**src/rtl/mem_bus_arbiter.sv**
```systemverilog
// mem_bus_arbiter: round-robin arbiter giving one core's I-fetch or D-access ownership of a single-ported RAM.
// Latency: request seen in IDLE at edge k drives the RAM from cycle k+1; wait drops combinationally on ACCESS; one IDLE bubble between grants.
// Backpressure: the owner's wait stays high through FREE/BUSY/ERROR and drops for exactly one cycle on ACCESS; non-owners always see wait=1.
//
// Ports:
//   CLK, RST                  clock (rising edge), synchronous active-high reset
//   iREN, iaddr               per-core instruction fetch request and address
//   dREN, dWEN, daddr, dstore per-core data read/write request, address and write data
//   iwait, dwait              per-core wait, low for one cycle when that core's request completes
//   iload, dload              ramload broadcast to every core slot
//   ramREN, ramWEN, ramaddr, ramstore, ramload, ramstate   single RAM port
module mem_bus_arbiter #(
    parameter int CPUS   = 2,
    parameter int WORD_W = 32
) (
    input  logic                     CLK,
    input  logic                     RST,
    input  logic [CPUS-1:0]          iREN,
    input  logic [CPUS*WORD_W-1:0]   iaddr,
    input  logic [CPUS-1:0]          dREN,
    input  logic [CPUS-1:0]          dWEN,
    input  logic [CPUS*WORD_W-1:0]   daddr,
    input  logic [CPUS*WORD_W-1:0]   dstore,
    output logic [CPUS-1:0]          iwait,
    output logic [CPUS-1:0]          dwait,
    output logic [CPUS*WORD_W-1:0]   iload,
    output logic [CPUS*WORD_W-1:0]   dload,
    output logic                     ramREN,
    output logic                     ramWEN,
    output logic [WORD_W-1:0]        ramaddr,
    output logic [WORD_W-1:0]        ramstore,
    input  logic [WORD_W-1:0]        ramload,
    input  logic [1:0]               ramstate
);

    localparam int         OW         = (CPUS > 1) ? $clog2(CPUS) : 1;
    localparam logic [1:0] RAM_ACCESS = 2'd2;

    typedef enum logic {
        IDLE = 1'b0,
        OWN  = 1'b1
    } state_t;

    state_t          state, state_nxt;
    logic [OW-1:0]   owner, owner_nxt;
    logic [OW-1:0]   rr, rr_nxt;
    logic            otype, otype_nxt;   // 1: data access owns the RAM, 0: instruction fetch

    // Arbitration result while IDLE
    logic            found;
    logic [OW-1:0]   win;
    logic            win_d;

    // Owner's request lines, muxed by the registered owner index
    logic              sel_iren, sel_dren, sel_dwen;
    logic [WORD_W-1:0] sel_iaddr, sel_daddr, sel_dstore;
    logic              own_req;
    logic              done;

    assign iload = {CPUS{ramload}};
    assign dload = {CPUS{ramload}};

    // Owner mux. Constant loop indices keep every select statically sized.
    always_comb begin
        sel_iren   = 1'b0;
        sel_dren   = 1'b0;
        sel_dwen   = 1'b0;
        sel_iaddr  = '0;
        sel_daddr  = '0;
        sel_dstore = '0;
        for (int n = 0; n < CPUS; n++) begin
            if (owner == OW'(n)) begin
                sel_iren   = iREN[n];
                sel_dren   = dREN[n];
                sel_dwen   = dWEN[n];
                sel_iaddr  = iaddr[n*WORD_W +: WORD_W];
                sel_daddr  = daddr[n*WORD_W +: WORD_W];
                sel_dstore = dstore[n*WORD_W +: WORD_W];
            end
        end
        own_req = otype ? (sel_dren | sel_dwen) : sel_iren;
        done    = (state == OWN) && own_req && (ramstate == RAM_ACCESS);
    end

    // Round-robin scan: position k in the rotation is core (rr+k) mod CPUS;
    // the first core with any request wins and its D request beats its I request.
    always_comb begin
        found = 1'b0;
        win   = '0;
        win_d = 1'b0;
        for (int k = 0; k < CPUS; k++) begin
            for (int n = 0; n < CPUS; n++) begin
                if (!found && (n == ((int'(rr) + k) % CPUS)) &&
                    (iREN[n] | dREN[n] | dWEN[n])) begin
                    found = 1'b1;
                    win   = OW'(n);
                    win_d = dREN[n] | dWEN[n];
                end
            end
        end
    end

    // State register
    always_ff @(posedge CLK) begin
        if (RST) begin
            state <= IDLE;
            owner <= '0;
            otype <= 1'b0;
            rr    <= '0;
        end else begin
            state <= state_nxt;
            owner <= owner_nxt;
            otype <= otype_nxt;
            rr    <= rr_nxt;
        end
    end

    // Next state
    always_comb begin
        state_nxt = state;
        owner_nxt = owner;
        otype_nxt = otype;
        rr_nxt    = rr;
        case (state)
            IDLE: begin
                if (found) begin
                    state_nxt = OWN;
                    owner_nxt = win;
                    otype_nxt = win_d;
                end
            end
            OWN: begin
                if (!own_req) begin
                    // Abort: owner withdrew; pointer stays so it is not penalised
                    state_nxt = IDLE;
                end else if (done) begin
                    state_nxt = IDLE;
                    rr_nxt    = (int'(owner) == CPUS - 1) ? '0 : owner + 1'b1;
                end
            end
            default: state_nxt = IDLE;
        endcase
    end

    // Outputs
    always_comb begin
        ramREN   = 1'b0;
        ramWEN   = 1'b0;
        ramaddr  = '0;
        ramstore = '0;
        iwait    = '1;
        dwait    = '1;
        if (state == OWN) begin
            if (otype) begin
                ramREN   = sel_dren;
                ramWEN   = sel_dwen;
                ramaddr  = sel_daddr;
                ramstore = sel_dstore;
            end else begin
                ramREN   = sel_iren;
                ramaddr  = sel_iaddr;
            end
            for (int n = 0; n < CPUS; n++) begin
                if (done && (owner == OW'(n))) begin
                    if (otype) begin
                        dwait[n] = 1'b0;
                    end else begin
                        iwait[n] = 1'b0;
                    end
                end
            end
        end
    end

endmodule
```
**config.mk**
```make
export PLATFORM = sky130hd
export DESIGN_NAME = mem_bus_arbiter
export DESIGN_NICKNAME = d
export VERILOG_FILES = /design/src/rtl/mem_bus_arbiter.sv
export SDC_FILE = /design/constraint.sdc
export NUM_CORES = 1
export LEC_CHECK = 0
export CORE_AREA = 4 4 166 168
export DETAILED_ROUTE_END_ITERATION = 7
export DIE_AREA = 0 0 170 172
export GPL_ROUTABILITY_DRIVEN = 0
export GPL_TIMING_DRIVEN = 0
export PLACE_DENSITY = 0.43
export SETUP_SLACK_MARGIN = 0.02
export SLEW_MARGIN = 20
export SYNTH_ARGS = -nofsm -noshare
export SYNTH_HDL_FRONTEND = slang
export SYNTH_SLANG_ARGS = --single-unit
```
**constraint.sdc**
```tcl
create_clock -name CLK -period 2.1 [get_ports CLK]
set_clock_uncertainty 0.05 [all_clocks]
set_input_delay 0.315 -clock CLK [delete_from_list [all_inputs] [get_ports CLK]]
set_output_delay 0.315 -clock CLK [all_outputs]
set_load 0.005 [all_outputs]
```
Word-level counts from Yosys, hierarchy flattened
Index checks and enable logic that the tools add are counted.

Add/sub/neg operators: 2. Equality and inequality tests: 2. Mux-type cells: 39. Bitwise gates (word level): 10. Reductions and logical operators: 18.

Operator list (number): 32-bit two-way mux (7); 32-bit logical NOT (2); 1-bit two-way mux (29); 1-bit logical AND (11); 1-bit OR (7); 2-bit two-way mux (2); 1-bit logical NOT (3); 3-bit AND reduction (1); 1-bit adder (second input constant) (2); 2-bit == test (first input constant) (1); 2-bit == test (second input constant) (1); 1-bit NOT (2); 1-bit case mux with 2 select lines (1); 2-bit AND reduction (1); 1-bit AND (first input constant) (1).

Bits in registers: 4. Bits of input ports: 234. Output and inout bits: 198. Logic and storage cells: 75.

Longest topological paths before layout
Gate-level depths: netlist of run 1.

Word-level depth: 18. Gate-level depth with buffers: 6. Depth with buffers taken out: 4.

Worst setup path before layout of run 1
No wires, ideal clock.

Path type: reg-to-output. From: reg owner. To: out ramaddr[10]. Data arrival time: 1.285 ns. Required time: 1.735 ns. Slack: 0.450 ns. Stages on the path, launching flop included: 5. Buffers on the path: 2. Cell sequence: dfxtp_1 buf_6 buf_6 mux4_2 and2_1.

Longest elaborated chain between the ends: 3. Elaborated cells between the ends (all ways): 4. Classes of those cells: 4 x mux.

Ends and longest elaborated chain: start, declared (RTL line 45) `logic [OW-1:0] owner, owner_nxt;`; start signal, assigned (RTL line 112) `owner <= owner_nxt;`; 32-bit two-way mux (RTL line 72) `if (owner == OW'(n)) begin`; 32-bit two-way mux * (RTL line 154) `if (otype) begin`; 32-bit two-way mux * (RTL line 153) `if (state == OWN) begin`; end, declared (RTL line 30) `output logic [WORD_W-1:0] ramaddr,`.

Every way passes the cells marked *; elsewhere a longest branch is shown, timed or not.

Worst setup path after layout of run 1
From: reg owner. To: out ramaddr[16].

The elaborated chain is that of the path after synthesis.

==> results of run 1 <==
[layout make-up]
type                            instances  area share
Tap cell                              335      0.0536
Clock buffer                            3     0.00959
Sequential cell                         4      0.0109
Timing Repair Buffer                  436       0.559
Multi-Input combinational cell        159       0.216
Inverter                                1     0.00112
Buffer                                146       0.150
[cells by family after synthesis]
group,count (synthesis),synth area share
compound gates,11,0.0281
buf+inv,148,0.399
flops,4,0.0290
mux,68,0.393
simple gates,80,0.150
[synthesized netlist by cell type (all sizes together), types with 2 or more instances]
cell type / number
clkbuf: 6
and2: 32
mux4: 32
buf: 141
nor2b: 2
or3: 4
a21oi: 3
mux2i: 35
nor2: 37
o21ai: 3
dfxtp: 4
nor3: 2
[sequential cells by signal (all words and copies together), names as in the netlist]
signal  flops
otype       1
owner       1
rr          1
state       1
[report_power, final]
part	leakage (µW)	internal [µW]	total [µW]	switching [µW]
clock	0.0000370	243	297	53.8
combinational	0.00316	1120	1560	441
sequential	0.0000339	82.5	88.2	5.70
[per-layer routing]
metal	wire length (µm)	up-vias
li1	-	1821
met1	5910	1688
met2	9550	231
met3	1790	8
met4	205	0
met5	0	-
[metrics by stage]
step | util | setup slack [ps] | area (µm²)
4_1_cts | 0.300 | -125 | 7780
3_5_place_dp | 0.277 | -511 | 7170
3_3_place_gp | 0.277 | -535 | 7170
2_1_floorplan | - | 450 | 2760
6_report | 0.302 | -7.50 | 7830
5_1_grt | 0.302 | -51.6 | 7830
[path summary, 6_finish.rpt]
kind / start / endpoint / slack (ps) / cells past startpoint
max: owner / ramaddr[16] / -8 / 6
min: rr / owner / 540 / 2
max reg2reg: owner / rr / 420 / 6
min reg2reg: rr / owner / 540 / 2
[worst reg2reg max path, delay by kind of cell (launching register included)]
family,cells,cell delay [ps]
buffers and inverters,2,290
muxes,2,540
DFF,1,360
AOI/OAI and AO/OA,2,320
[what timing repair did]
item / in CTS / in global routing
pin swaps: 7 / 7
cloned: 5 / 2
gates resized for setup: 280 / 46
setup buffers: 33 / 2
setup endpoints to repair: 70 / 50
==> metrics.txt, run 1 <==
# TYPE chip_impl_metric gauge
chip_impl_metric{name="num-nets-final",unit=""} 985
chip_impl_metric{name="finalSetupViolCount",unit=""} 3
chip_impl_metric{name="drt_iter0_markers",unit=""} 80
chip_impl_metric{name="cp.arrival",unit="ps"} 1740
chip_impl_metric{name="yosys_register_bits",unit=""} 4
chip_impl_metric{name="synth_area_per_cell",unit="µm²"} 8.88
chip_impl_info{name="synthDominantAreaCellType",value="buf_4"} 1
chip_impl_metric{name="layoutNonFillerInstCount",unit=""} 1084
chip_impl_metric{name="cp_num_buf_inv",unit=""} 4
chip_impl_metric{name="max_slew.worst_pin.slew",unit="ps"} 441
chip_impl_info{name="global_route.peak_usage_layer",value="met2"} 1
chip_impl_metric{name="max_fclk",unit="MHz"} 474
chip_impl_info{name="critPathSlowestCell",value="mux4_2"} 1
chip_impl_metric{name="synthesis.area",unit="µm²"} 2760
chip_impl_metric{name="num-fill-cells",unit=""} 2722
chip_impl_metric{name="grt_first_pass_wirelength",unit="mm"} 24.3
chip_impl_metric{name="mappedNetlistNets",unit=""} 545
chip_impl_info{name="layout.cells.most_common_list",value="324 x clkdlybuf4s50_1, 141 x buf_4, 38 x buf_6, 36 x nor2_1, 32 x mux4_2"} 1
chip_impl_metric{name="via_count",unit=""} 3748
chip_impl_metric{name="wl",unit="mm"} 17.4
chip_impl_info{name="layout_commonest_cell",value="clkdlybuf4s50_1"} 1
chip_impl_metric{name="synthToLayoutAreaGrowth",unit="%"} 183
chip_impl_metric{name="overflow",unit=""} 0
chip_impl_metric{name="asyncSetResetFlopFracSynth",unit=""} 0
chip_impl_metric{name="tritoncts_num_sinks",unit=""} 4
chip_impl_metric{name="tritoncts.num_buffers",unit=""} 3
chip_impl_metric{name="finalPower",unit="µW"} 1950
chip_impl_metric{name="placed_cells",unit=""} 1045
chip_impl_metric{name="placement.io_buffers",unit=""} 399
chip_impl_metric{name="detailed_place_hpwl",unit="mm"} 14.8
chip_impl_info{name="critPathTopFamily",value="multiplexers"} 1
chip_impl_metric{name="rows",unit=""} 59
chip_impl_metric{name="multiInputGateArea",unit="µm²"} 1690
chip_impl_metric{name="hold_violations",unit=""} 0
chip_impl_metric{name="clk_latency",unit="ps"} 220
chip_impl_metric{name="number_of_synthesized_flops_with_an_enable_pin",unit=""} 0
chip_impl_metric{name="seqCellArea",unit="µm²"} 85.1
chip_impl_info{name="cts_tree",value="done"} 1
chip_impl_metric{name="ys_warn_count",unit=""} 0
chip_impl_metric{name="yosys.cell_types.count",unit=""} 26
chip_impl_info{name="status",value="finished, violations left"} 1
chip_impl_metric{name="critical_path_peak_fanout",unit=""} 7
chip_impl_metric{name="avgViaCountPerCell",unit=""} 3.46
chip_impl_metric{name="static-leakage-power",unit="µW"} 0.00323
chip_impl_metric{name="ys_seq_area_frac",unit=""} 0.0290
chip_impl_metric{name="maxSlewHeadroom",unit=""} 0.706
chip_impl_metric{name="drc",unit=""} 0
chip_impl_metric{name="cpPeakStageDelay",unit="ps"} 500
chip_impl_info{name="yosys-top-cells-area",value="buf_4 35%, mux4_2 26%, mux2i_1 13%"} 1
chip_impl_metric{name="global_route.usage.met1",unit=""} 0.112
chip_impl_metric{name="final.setup.tns",unit="ps"} -15.9
chip_impl_metric{name="layout_setup_ws",unit="ps"} -7.50
chip_impl_metric{name="ioPinCount",unit=""} 432
chip_impl_metric{name="start_util",unit=""} 0.107
chip_impl_metric{name="synthesis.instances",unit=""} 311
chip_impl_info{name="worstHoldPathType",value="register to register"} 1
chip_impl_info{name="rsz0062_at_grt",value="yes"} 1
chip_impl_metric{name="worst_hold_slack",unit="ps"} 536
chip_impl_metric{name="die_width",unit="µm"} 170
chip_impl_metric{name="netlist.area_leader.share",unit=""} 0.348
chip_impl_metric{name="ir_drop",unit="mV"} 0.177
chip_impl_info{name="cts_root_buf",value="clkbuf_16"} 1
chip_impl_metric{name="antenna_cells",unit=""} 0
chip_impl_metric{name="dieArea",unit="µm²"} 29200
chip_impl_info{name="violations",value="negative setup slack"} 1
chip_impl_metric{name="antenna_violations_before_repair",unit=""} 0
chip_impl_metric{name="max_cap_viol_count",unit=""} 0
chip_impl_metric{name="critPathRequiredTime",unit="ps"} 1740
chip_impl_info{name="ys.flop_type",value="dfxtp_1"} 1
chip_impl_metric{name="floorplan.die.height",unit="µm"} 172
chip_impl_metric{name="power_per_cell_area",unit="nW/µm²"} 249
chip_impl_metric{name="post-route-period-util",unit=""} 1.00
chip_impl_metric{name="htree_levels",unit=""} 1
chip_impl_metric{name="drt.antenna.violating_nets",unit=""} 0
chip_impl_info{name="worst_setup_path_start_kind",value="register"} 1
chip_impl_info{name="critical_path_class",value="register to output pin"} 1
chip_impl_metric{name="core_region_area",unit="µm²"} 25900
chip_impl_metric{name="period_needed",unit="ps"} 2110
chip_impl_metric{name="drt-wirelength-per-cell",unit="µm"} 16.1
chip_impl_info{name="timing.critical_path.mode_cell",value="buf_6"} 1
chip_impl_metric{name="clk_path_buf_depth",unit=""} 2
chip_impl_metric{name="grt_pass1_vias",unit=""} 4034
chip_impl_metric{name="met2_usage",unit=""} 0.215
chip_impl_info{name="worstPathCellList",value="buf_12 -> buf_6 -> buf_16 -> mux4_2 -> and2_4 -> buf_6"} 1
chip_impl_metric{name="pin_count_of_the_biggest_net_entering_global_routing",unit=""} 11
chip_impl_info{name="endpoint_kind",value="output pin"} 1
chip_impl_metric{name="clkSlewWorstSetupHoldPaths",unit="ps"} 30
chip_impl_metric{name="grt_use_met3",unit=""} 0.0309
chip_impl_metric{name="grt_usage",unit=""} 0.108
chip_impl_metric{name="cts_hold_repair.buffers",unit=""} 0
chip_impl_metric{name="drv_slew",unit=""} 0
chip_impl_metric{name="post_route_cells_drive_above_1_share",unit=""} 0.389
chip_impl_metric{name="first_pass_iters",unit=""} 6
No activity file was read; power rests on OpenSTA's default activity.
==> run 2, diff against run 1 <==
--- a/config.mk
+++ b/config.mk
@@ -10,7 +10,7 @@
 export DIE_AREA = 0 0 170 172
 export GPL_ROUTABILITY_DRIVEN = 0
 export GPL_TIMING_DRIVEN = 0
-export PLACE_DENSITY = 0.43
+export PLACE_DENSITY_LB_ADDON = 0.08
 export SETUP_SLACK_MARGIN = 0.02
 export SLEW_MARGIN = 20
 export SYNTH_ARGS = -nofsm -noshare
==> run 2 against run 1 <==
  * The run still ends with negative setup slack left
  * Count of clock-buffer cells in the layout unchanged
  * Sequential cell count unchanged
  * Power increased by 0.56%
  * Wire length increased by 11%
  * Largest power group unchanged
  * Hold slack improved by 16 ps
  * Maximum frequency decreased by 3.1%
  * Global-route usage increased by 0.92 points
  * Critical endpoint is now ramaddr[24]
==> metrics.txt, run 2 (same netlist as run 1, synthesis figures left out) <==
# TYPE chip_impl_metric gauge
chip_impl_info{name="worst_setup_path_start_kind",value="register"} 1
chip_impl_metric{name="max_fclk",unit="MHz"} 460
chip_impl_info{name="layout_commonest_cell",value="clkdlybuf4s50_1"} 1
chip_impl_metric{name="hold_violations",unit=""} 0
chip_impl_metric{name="drt_iter0_markers",unit=""} 55
chip_impl_metric{name="drt-wirelength-per-cell",unit="µm"} 17.8
chip_impl_metric{name="multiInputGateArea",unit="µm²"} 1690
chip_impl_metric{name="period_needed",unit="ps"} 2180
chip_impl_metric{name="rows",unit=""} 59
chip_impl_metric{name="grt_first_pass_wirelength",unit="mm"} 26.4
chip_impl_metric{name="num-fill-cells",unit=""} 2757
chip_impl_metric{name="finalSetupViolCount",unit=""} 22
chip_impl_metric{name="wl",unit="mm"} 19.4
chip_impl_metric{name="start_util",unit=""} 0.107
chip_impl_info{name="critical_path.reg2reg.startpoint",value="owner"} 1
chip_impl_metric{name="pin_count_of_the_biggest_net_entering_global_routing",unit=""} 11
chip_impl_metric{name="synthToLayoutAreaGrowth",unit="%"} 180
chip_impl_metric{name="worst_hold_slack",unit="ps"} 552
chip_impl_metric{name="core_region_area",unit="µm²"} 25900
chip_impl_metric{name="post_route_cells_drive_above_1_share",unit=""} 0.427
chip_impl_metric{name="tritoncts.num_buffers",unit=""} 3
chip_impl_metric{name="placement.io_buffers",unit=""} 399
chip_impl_info{name="worstSetupEndpoint",value="ramaddr[24]"} 1
chip_impl_metric{name="final.setup.tns",unit="ps"} -749
chip_impl_metric{name="clk_latency",unit="ps"} 220
chip_impl_info{name="critical_path.reg2reg.endpoint",value="rr"} 1
chip_impl_metric{name="pre_cts_slack",unit="ps"} -343
chip_impl_metric{name="power_per_cell_area",unit="nW/µm²"} 253
chip_impl_metric{name="grt_pass1_vias",unit=""} 4299
chip_impl_metric{name="num-nets-final",unit=""} 990
chip_impl_metric{name="grt_usage",unit=""} 0.117
chip_impl_metric{name="first_pass_iters",unit=""} 4
chip_impl_metric{name="avgViaCountPerCell",unit=""} 3.58
chip_impl_metric{name="clk_path_buf_depth",unit=""} 2
chip_impl_metric{name="max_slew.worst_pin.slew",unit="ps"} 556
chip_impl_metric{name="drv_slew",unit=""} 0
chip_impl_info{name="crit_path_start",value="owner"} 1
chip_impl_metric{name="ioPinCount",unit=""} 432
chip_impl_info{name="cts_root_buf",value="clkbuf_16"} 1
chip_impl_metric{name="via_count",unit=""} 3895
chip_impl_info{name="violations",value="negative setup slack"} 1
chip_impl_metric{name="overflow",unit=""} 0
chip_impl_metric{name="drc",unit=""} 0
chip_impl_info{name="critical_path_class",value="register to output pin"} 1
chip_impl_metric{name="ir_drop",unit="mV"} 0.224
chip_impl_metric{name="clkSlewWorstSetupHoldPaths",unit="ps"} 30
chip_impl_metric{name="post-route-period-util",unit=""} 1.04
chip_impl_metric{name="placed_cells",unit=""} 1045
chip_impl_metric{name="static-leakage-power",unit="µW"} 0.00325
chip_impl_metric{name="r2r_setup_slack",unit="ps"} 390
chip_impl_metric{name="layoutNonFillerInstCount",unit=""} 1089
chip_impl_info{name="worstHoldPathType",value="register to register"} 1
chip_impl_metric{name="antenna_violations_before_repair",unit=""} 0
chip_impl_metric{name="drt.antenna.violating_nets",unit=""} 0
chip_impl_metric{name="cp.arrival",unit="ps"} 1810
chip_impl_metric{name="floorplan.die.height",unit="µm"} 172
chip_impl_metric{name="tritoncts_num_sinks",unit=""} 4
chip_impl_metric{name="critPathRequiredTime",unit="ps"} 1740
chip_impl_metric{name="max_cap_viol_count",unit=""} 0
chip_impl_metric{name="dieArea",unit="µm²"} 29200
chip_impl_metric{name="layout_setup_ws",unit="ps"} -75.0
chip_impl_info{name="layout.cells.most_common_list",value="327 x clkdlybuf4s50_1, 150 x buf_4, 41 x buf_2, 36 x nor2_1, 35 x buf_6"} 1
chip_impl_metric{name="worst-r2r-cell-count",unit=""} 8
chip_impl_metric{name="fin_util",unit=""} 0.299
chip_impl_metric{name="antenna_cells",unit=""} 0
chip_impl_metric{name="detailed_place_hpwl",unit="mm"} 16.8
chip_impl_metric{name="die_width",unit="µm"} 170
chip_impl_info{name="endpoint_kind",value="output pin"} 1
chip_impl_metric{name="maxSlewHeadroom",unit=""} 0.630
chip_impl_metric{name="htree_levels",unit=""} 1
chip_impl_info{name="cts_tree",value="done"} 1
chip_impl_metric{name="critical_path_peak_fanout",unit=""} 7
chip_impl_info{name="rsz0062_at_grt",value="yes"} 1
chip_impl_info{name="status",value="finished, violations left"} 1
chip_impl_metric{name="seqCellArea",unit="µm²"} 81.3
[run 2: per-layer routing]
layer | share of wire | routed length [µm] | GRT usage | vias up
li1 | - | - | - | 1829
met5 | 0 | 0 | 0 | -
met2 | 0.55 | 10700 | 0.238 | 264
met4 | 0.0087 | 170 | 0.0160 | 0
met3 | 0.12 | 2340 | 0.0494 | 8
met1 | 0.32 | 6200 | 0.111 | 1794
[run 2: power by group]
group	switching (µW)	leakage (µW)	internal [µW]
logic	451	0.00318	1130
clock network	50.3	0.0000370	243
registers	3.29	0.0000335	82.8
[run 2: worst max-delay path, stage by stage, from the launching register on]
cell and delay [ps]:
dfxtp_2 330, buf_12 120, buf_8 120, buf_12 120
buf_12 100, mux4_2 500, and2_4 180, buf_6 110
[run 2: area by class of cell]
type | count | area share
Buffer | 146 | 0.150
Clock buffer | 3 | 0.00970
Inverter | 1 | 0.000485
Multi-Input combinational cell | 159 | 0.218
Sequential cell | 4 | 0.0105
Tap cell | 335 | 0.0542
Timing Repair Buffer | 441 | 0.557
[run 2: worst min path at each step]
stage / slack [ps] / depth (start not counted) / end / from
2_1_floorplan: 330 / 1 / owner / RST
6_report: 550 / 2 / owner / rr
5_1_grt: 560 / 2 / owner / rr
4_1_cts: 540 / 2 / owner / rr
3_5_place_dp: 550 / 2 / owner / rr
3_3_place_gp: 550 / 2 / owner / rr
[run 2: per-stage QoR]
step	cell area [µm²]	total power [µW]
2_1_floorplan	2760	624
3_3_place_gp	7170	1540
3_5_place_dp	7170	1540
4_1_cts	7640	1960
5_1_grt	7740	2090
6_report	7740	1960
[run 2: what timing repair did]
item	CTS	global route
pin swaps	4	3
hold buffers	0	0
resized for setup	329	38
buffers inserted	26	14
cloned	5	2
endpoints found under the setup margin	69	61
